## src/rtl/addsub_bist.sv

```systemverilog
// ---------------------------------------------------------------------------
// addsub_bist
// Built-in self-test engine for an 8-bit combinational add/subtract unit.
// It applies one directed or pseudo-random operand vector at a time and waits
// SETTLE_CYCLES cycles. It then checks SD/Co/Err against a golden model and
// accumulates an error count and the first failing vector.
//
// Ports
//   clk, rst          clock (rising edge), asynchronous active-high reset
//   start             begin a run (honoured in IDLE, or in DONE once done is up)
//   dut_a, dut_b      registered operands driven to the unit under test
//   dut_sub           registered op select (0 = add, 1 = subtract) -> DUT Ci
//   dut_sd/co/err     result, carry-out and signed overflow from the DUT
//   busy, done, pass  run status; pass is meaningful while done is high
//   err_count         mismatching vectors in the run, saturating at 255
//   fail_a/b/sub/sd   operands, op and DUT result of the first failing vector
// ---------------------------------------------------------------------------
module addsub_bist #(
   parameter int          NUM_VECTORS   = 128,
   parameter logic [15:0] SEED          = 16'hACE1,
   parameter int          SETTLE_CYCLES = 1
) (
   input  logic       clk,
   input  logic       rst,
   input  logic       start,
   output logic [7:0] dut_a,
   output logic [7:0] dut_b,
   output logic       dut_sub,
   input  logic [7:0] dut_sd,
   input  logic       dut_co,
   input  logic       dut_err,
   output logic       busy,
   output logic       done,
   output logic       pass,
   output logic [7:0] err_count,
   output logic [7:0] fail_a,
   output logic [7:0] fail_b,
   output logic       fail_sub,
   output logic [7:0] fail_sd
);

   typedef enum logic [2:0] {
      S_IDLE   = 3'd0,
      S_LOAD   = 3'd1,
      S_SETTLE = 3'd2,
      S_CHECK  = 3'd3,
      S_DONE   = 3'd4
   } state_t;

   localparam int          SW          = (SETTLE_CYCLES > 1) ? $clog2(SETTLE_CYCLES) : 1;
   localparam logic [SW-1:0] SETTLE_LAST = SW'(SETTLE_CYCLES - 1);
   localparam logic [7:0]  LAST_IDX    = 8'(NUM_VECTORS - 1);

   // One step of the 16-bit Galois LFSR (mask 16'hB400).
   function automatic logic [15:0] lfsr_step(input logic [15:0] v);
      logic [15:0] r;
      r = {1'b0, v[15:1]};
      if (v[0]) begin
         r = r ^ 16'hB400;
      end else begin
         r = r;
      end
      return r;
   endfunction

   // Reference add/subtract: returns {err, co, sd}.
   function automatic logic [9:0] golden(input logic [7:0] a, input logic [7:0] b,
                                         input logic sub);
      logic [7:0] bx;
      logic [8:0] s9;
      logic       ovf;
      bx  = b ^ {8{sub}};
      s9  = {1'b0, a} + {1'b0, bx} + {8'd0, sub};
      ovf = (a[7] == bx[7]) && (s9[7] != a[7]);
      return {ovf, s9[8], s9[7:0]};
   endfunction

   state_t          state_r;
   logic [15:0]     lfsr_r;
   logic [7:0]      vec_idx_r;
   logic [SW-1:0]   settle_cnt_r;

   logic [7:0]      vec_a_s;
   logic [7:0]      vec_b_s;
   logic            vec_sub_s;
   logic [9:0]      exp_s;
   logic            mismatch_s;
   logic            restart_s;

   // Current vector: random from the LFSR, with directed overrides at 0 and 7.
   always_comb begin
      vec_a_s   = lfsr_r[7:0];
      vec_b_s   = lfsr_r[15:8];
      vec_sub_s = lfsr_r[0] ^ lfsr_r[15];
      if (vec_idx_r == 8'd0) begin
         vec_a_s   = 8'h80;
         vec_b_s   = 8'h01;
         vec_sub_s = 1'b1;
      end else if (vec_idx_r == 8'd7) begin
         vec_a_s   = 8'h01;
         vec_b_s   = 8'hFF;
         vec_sub_s = 1'b0;
      end else begin
         vec_a_s   = lfsr_r[7:0];
         vec_b_s   = lfsr_r[15:8];
         vec_sub_s = lfsr_r[0] ^ lfsr_r[15];
      end
   end

   // Golden result and compare; the case inequality makes X/Z a mismatch in simulation.
   always_comb begin
      exp_s      = golden(dut_a, dut_b, dut_sub);
      mismatch_s = ({dut_err, dut_co, dut_sd} !== exp_s) ? 1'b1 : 1'b0;
   end

   // In DONE a restart needs done already up, so done is seen for at least
   // one cycle even when start is held high across a whole run.
   always_comb begin
      if (start && (state_r == S_IDLE)) begin
         restart_s = 1'b1;
      end else if (start && (state_r == S_DONE) && done) begin
         restart_s = 1'b1;
      end else begin
         restart_s = 1'b0;
      end
   end

   // Sequencer FSM with all outputs registered.
   always_ff @(posedge clk or posedge rst) begin
      if (rst) begin
         state_r      <= S_IDLE;
         lfsr_r       <= SEED;
         vec_idx_r    <= 8'd0;
         settle_cnt_r <= '0;
         dut_a        <= 8'd0;
         dut_b        <= 8'd0;
         dut_sub      <= 1'b0;
         busy         <= 1'b0;
         done         <= 1'b0;
         pass         <= 1'b0;
         err_count    <= 8'd0;
         fail_a       <= 8'd0;
         fail_b       <= 8'd0;
         fail_sub     <= 1'b0;
         fail_sd      <= 8'd0;
      end else begin
         case (state_r)
            S_IDLE, S_DONE: begin
               busy <= 1'b0;
               if (restart_s) begin
                  done      <= 1'b0;
                  pass      <= 1'b0;
                  err_count <= 8'd0;
                  fail_a    <= 8'd0;
                  fail_b    <= 8'd0;
                  fail_sub  <= 1'b0;
                  fail_sd   <= 8'd0;
                  vec_idx_r <= 8'd0;
                  lfsr_r    <= SEED;
                  state_r   <= S_LOAD;
               end else if (state_r == S_DONE) begin
                  done <= 1'b1;
                  pass <= (err_count == 8'd0) ? 1'b1 : 1'b0;
               end else begin
                  done <= 1'b0;
               end
            end
            S_LOAD: begin
               dut_a        <= vec_a_s;
               dut_b        <= vec_b_s;
               dut_sub      <= vec_sub_s;
               busy         <= 1'b1;
               settle_cnt_r <= '0;
               state_r      <= S_SETTLE;
            end
            S_SETTLE: begin
               if (settle_cnt_r == SETTLE_LAST) begin
                  state_r <= S_CHECK;
               end else begin
                  settle_cnt_r <= settle_cnt_r + {{(SW-1){1'b0}}, 1'b1};
               end
            end
            S_CHECK: begin
               if (mismatch_s) begin
                  // err_count is still zero only before the first failure of the run.
                  if (err_count == 8'd0) begin
                     fail_a   <= dut_a;
                     fail_b   <= dut_b;
                     fail_sub <= dut_sub;
                     fail_sd  <= dut_sd;
                  end
                  if (err_count != 8'hFF) begin
                     err_count <= err_count + 8'd1;
                  end
               end
               lfsr_r <= lfsr_step(lfsr_r);
               if (vec_idx_r == LAST_IDX) begin
                  state_r <= S_DONE;
               end else begin
                  vec_idx_r <= vec_idx_r + 8'd1;
                  state_r   <= S_LOAD;
               end
            end
            default: begin
               state_r <= S_IDLE;
               busy    <= 1'b0;
               done    <= 1'b0;
            end
         endcase
      end
   end

endmodule
```

## config.mk

```make
export PLATFORM = sky130hd
export DESIGN_NAME = addsub_bist
export DESIGN_NICKNAME = d
export VERILOG_FILES = /design/src/rtl/addsub_bist.sv
export SDC_FILE = /design/constraint.sdc
export NUM_CORES = 1
export LEC_CHECK = 0
export ABC_AREA = 1
export ABC_CLOCK_PERIOD_IN_PS = 2400
export CORE_ASPECT_RATIO = 1.75
export CORE_MARGIN = 3
export CORE_UTILIZATION = 45
export CTS_BUF_LIST = sky130_fd_sc_hd__clkbuf_8
export DETAILED_ROUTE_END_ITERATION = 8
export DONT_BUFFER_PORTS = 1
export PLACE_DENSITY = 0.72
export SYNTH_ARGS = -nofsm -noshare
export SYNTH_HDL_FRONTEND = slang
export SYNTH_SLANG_ARGS = --single-unit
```

## constraint.sdc

```tcl
create_clock -name clk -period 2.4 [get_ports clk]
set_input_delay 0.12 -clock clk [delete_from_list [all_inputs] [get_ports clk]]
set_output_delay 0.12 -clock clk [all_outputs]
set_load 0.02 [all_outputs]
```

# Word level (Yosys, flattened, before mapping)
# Index checks and enable logic that the tools add are counted.
dict set report totals {
  out_inout_bits 53
  latch_bits 0
  n_memories 0
  wordCells 102
  mem_bits_rw 0
  regBits 81
  romBits 0
}
dict set report classes {
  n_mul 0
  addsub 5
  n_mux 44
  magnitude_cmp 0
  div 0
  bitwise 3
  shifts 0
  n_reduce_logical 19
  eq_ne 16
}
# operator count
set op_table {}
lappend op_table {{two-way mux 8 bit} 14}
lappend op_table {{case mux 8 bit (2 select lines)} 5}
lappend op_table {{two-way mux 16 bit} 2}
lappend op_table {{case mux 16 bit (2 select lines)} 1}
lappend op_table {{adder 8 x 1 -> 8 bit (second input constant)} 2}
lappend op_table {{zero test 8 bit} 2}
lappend op_table {{two-way mux 1 bit} 14}
lappend op_table {{inequality test 2 bit (second input constant)} 6}
lappend op_table {{case mux 3 bit (4 select lines)} 1}
lappend op_table {{case inequality test 10 bit} 1}
lappend op_table {{adder 8 x 8 -> 9 bit} 1}
lappend op_table {{adder 9 x 1 -> 9 bit} 1}
lappend op_table {{two-way mux 3 bit} 3}
lappend op_table {{equality test 8 x 3 -> 1 bit (second input constant)} 1}
lappend op_table {{equality test 8 x 7 -> 1 bit (second input constant)} 1}
lappend op_table {{inequality test 8 bit (second input constant)} 1}
lappend op_table {{case mux 1 bit (2 select lines)} 4}
lappend op_table {{AND reduction 4 bit} 2}
lappend op_table {{XOR 8 bit} 1}
lappend op_table {{equality test 3 x 2 -> 1 bit (second input constant)} 2}
lappend op_table {{AND reduction 2 bit} 3}
lappend op_table {{nonzero test 2 bit} 3}
lappend op_table {{logical AND 1 bit} 4}
lappend op_table {{NOT 3 -> 4 bit} 1}
lappend op_table {{10 further kinds} 11}

# Logic depth before layout (Yosys ltp)
dict set report depth {
  word_depth 9
  mapped_depth 19
  mapped_depth_nobuf 18
}

# Least setup slack after synthesis
# OpenSTA, ideal clock, no wires.
dict set report synth_path {
  path_kind {register to register}
  start {register dut_sub}
  end {register err_count[2]}
  stages_incl_launch_ff 17
  path_slack_ns -0.030
  t_arrival_ns 2.313
  setup_ns 0.118
  path_cell_list {dfrtp_1 -> buf_6 -> xnor2_1 -> fa_1 -> inv_1 -> nand3_1 -> nand2_1 -> nand2_1 -> nand2_1 -> nor2_1 -> nor2_1 -> nand3_1 -> nor2_2 -> nand4_4 -> buf_2 -> nand3_1 -> nand2_1}
}
dict set report synth_via {
  elab_chain_cells 9
  elab_cells_between_ends 10
  classes_between {add/sub: 2; eq/ne: 4; mux: 1; bitwise: 1; reduce/logical: 2}
}
# item line
set synth_rtl {}
lappend synth_rtl {{from (decl)} 28} ;# output logic dut_sub,
lappend synth_rtl {{from (signal assigned)} 171} ;# dut_sub <= vec_sub_s;
lappend synth_rtl {{XOR 8 bit} 72} ;# bx = b ^ {8{sub}};
lappend synth_rtl {{adder 8 x 8 -> 9 bit} 73} ;# s9 = {1'b0, a} + {1'b0, bx} + {8'd0, sub};
lappend synth_rtl {{adder 9 x 1 -> 9 bit} 73}
lappend synth_rtl {{inequality test 1 bit} 74} ;# ovf = (a[7] == bx[7]) && (s9[7] != a[7]);
lappend synth_rtl {{logical AND 1 bit} 74}
lappend synth_rtl {{case inequality test 10 bit (*)} 113} ;# mismatch_s = ({dut_err, dut_co, dut_sd} !== exp_s) ? 1'b1 : 1'b0;
lappend synth_rtl {{two-way mux 1 bit (*)} 113}
lappend synth_rtl {{inequality test 2 bit (no source line) (*)} n/a}
lappend synth_rtl {{AND reduction 4 bit (no source line) (*)} n/a}
lappend synth_rtl {{to (signal assigned)} 193} ;# err_count <= err_count + 8'd1;
lappend synth_rtl {{to (decl)} 35} ;# output logic [7:0] err_count,
# Mark *: on every way between the ends. The rest lies on a longest branch, timed or not.
# A chain may end at the register's enable or synchronous reset.

# Worst setup path in the final report
dict set report layout_path {
  start {register dut_sub}
  end {register err_count[4]}
}
# Same word-level chain as after synthesis.

==> metrics <==
status=finished, violations left; failing checks=negative setup slack; #FFs+latches synth=80; Worst setup SP type=flop; worst setup slack after layout=-197 ps; max-cap violations=0; Design Area, Final=0.00535 sq mm; Worst-Margin Slew=793 ps; share of layout cells above drive strength 1=23.5%; syn nets=575; CTS tree=done; # IOs=66; number of synthesized flops with an enable pin=0; total track usage=22.3%; power density cells=1520 mW/mm^2; Die X=80.2 um; most frequent cells in the layout=113 x nand2_1, 73 x inv_1, 71 x dfrtp_1; clock slew at reported path FFs=90 ps; Core ar.=0.00921 sq mm; Critical Path Fanout Max=8; Hold Violations, Final=0; Routed WL=12000 um; Syn Area/Cell=7.91 sq um; RSZ-0062 raised after global routing=yes; Clock Latency Late Sink=370 ps; gpl congestion=0.859; Buffers on Ports=0; Die H=136 um; antenna violations before repair=0; vias in the first global route=3939; Pre-antenna DRT Iters=5; Worst VDD drop=916 uV; Worst Setup End Kind=flop; Sw Ratio=49.3%; sequential share of the synthesized area=46.4%; dpl ws=-328 ps; P_sw=0.00402 W; min cycle time layout=2600 ps; Die ar.=0.0109 sq mm; Slew Limit Fails=0; CP required=2660 ps; clock sink count=80; Placed Instance Area=0.00474 sq mm; Synth Warn #=0; post-synth cell types=38; Tcrit/Tclk final=108%; CP Class=reg -> reg; DRT antenna net count=0; starting density of the core=47.1%; Int Power=0.00413 W; final setup violating endpoints=33; CTS root buf=clkbuf_8; clock share of power=12.5%; area grow syn2layout=23.3%; total number of vias=3897; Reg power frac=31.0%; CTS buffer count=9; pin count of the biggest net entering global routing=46; max frequency=385 MHz; NumNets Final=627; WL/cell=16.6 um; asr flop ratio synth=100%; Gate power share=56.5%; most common cell after layout, fill and taps aside=nand2_1; gr ovfl total=0; routed vias/inst=5.38; max_slew headroom=47.1%; Arrival @ worst endpoint=2860 ps; drt drc=0; hold slack=68.9 ps; Synth Flop Type=dfrtp_1; Longest Clk Path Bufs=2; first-pass GRT wire length=18700 um; Hold WC Path Type=in -> reg; Leak=2.72 nW; DRT iter0 DRCs=182; synthesized area=0.00434 sq mm; clk_skew=11.5 ps; hpwl dp=8800 um; # rows=46; H-tree levels=3; Antenna diodes=0; Synth Instances=548
[cell families after synthesis]
family,share of synthesized area [%]
AND/OR/NAND/NOR,27.5
flip-flops,46.4
buffers and inverters,9.49
AO/OA/AOI/OAI,9.58
adder cells (fa/ha/maj),4.21
XOR/XNOR,2.83
[sequential cells by signal, summed over array words and instances (netlist names), 3 cells and up]
signal / flops
lfsr_r: 16
dut_a: 8
dut_b: 8
err_count: 8
fail_a: 8
fail_b: 8
fail_sd: 8
vec_idx_r: 8
state_r: 3
[critical path: stages (launching register included)]
cell	delay [ps]
dfrtp_2	500
nand2_2	80
nand2_2	90
inv_2	50
fa_2	410
inv_2	100
nand3_2	100
nand2_2	90
nand2_2	50
nand2_2	70
nor2_1	40
nor2_1	80
nand3_1	130
nor2_4	180
nand4_4	210
buf_6	210
nand3_1	80
nand2_1	50
[through the flow]
step | power [W] | setup TNS, ps | util (%) | std cells
2_1_floorplan | 0.00516 | -197 | - | 548
3_3_place_gp | 0.00632 | -7360 | 51.5 | 695
3_5_place_dp | 0.00646 | -9520 | 51.5 | 695
4_1_cts | 0.00772 | -6230 | 55.9 | 723
5_1_grt | 0.00876 | -10230 | 58.0 | 725
6_report | 0.00815 | -5530 | 58.0 | 725
[worst paths after layout]
path                       cells past startpoint        from  slack [ps]           end
max in group asynchronous                      3         rst        1410  vec_idx_r[3]
min in group asynchronous                      2         rst         340      dut_b[6]
max                                           17     dut_sub        -200  err_count[4]
min                                            4   dut_sd[3]          70    fail_sd[3]
min reg2reg                                    2  lfsr_r[10]         490    lfsr_r[10]
max reg2reg                                   17     dut_sub        -200  err_count[4]
[routing by layer]
| layer | vias up | GRT usage, % | share of wire (%) |
|---|---|---|---|
| met2 | 123 | 40.1 | 54 |
| met5 | - | 0 | 0 |
| met3 | 35 | 5.04 | 5.4 |
| li1 | 1868 | - | - |
| met4 | 0 | 13.3 | 5.2 |
| met1 | 1871 | 22.9 | 35 |
[area by class of cell]
class | instances | area, sq um
tap | 120 | 150
clock inverter | 7 | 80.1
multi-input combinational | 369 | 2170
sequential | 80 | 2010
inverter | 83 | 313
timing repair buffer | 57 | 498
clock buffer | 9 | 124
fill | 807 | 3860
[cells in the mapped netlist (all sizes together) (7+ instances only)]
library cell / count / area share, %
nor2: 57 / 5.1
ha: 13 / 3.8
o21ai: 28 / 3.2
xor2: 9 / 1.8
clkbuf: 7 / 0.61
dfrtp: 72 / 42
a21oi: 21 / 2.7
inv: 83 / 7.2
dfstp: 8 / 4.8
nand2: 130 / 12
nand3: 55 / 6.3
nor3: 8 / 0.92
buf: 11 / 1.7
[power groups by stage]
| stage | Clock [W] | Sequential, W | Combinational (W) |
|---|---|---|---|
| final | 0.00102 | 0.00252 | 0.00460 |
| after global routing | 0.00108 | 0.00259 | 0.00509 |
| after CTS | 0.00103 | 0.00251 | 0.00418 |
| after detailed placement | 0 | 0.00252 | 0.00393 |
| after global placement | 0 | 0.00251 | 0.00382 |
| after floorplan | 0 | 0.00256 | 0.00260 |
[timing repair]
item	in CTS	in global routing
pin swaps	6	20
endpoints found under the hold margin	42	0
setup buffers	3	1
cloned	1	1
gates resized for setup	23	44
endpoints found under the setup margin	33	33
hold buffers	8	0
Power figures use the tool's default switching activity.
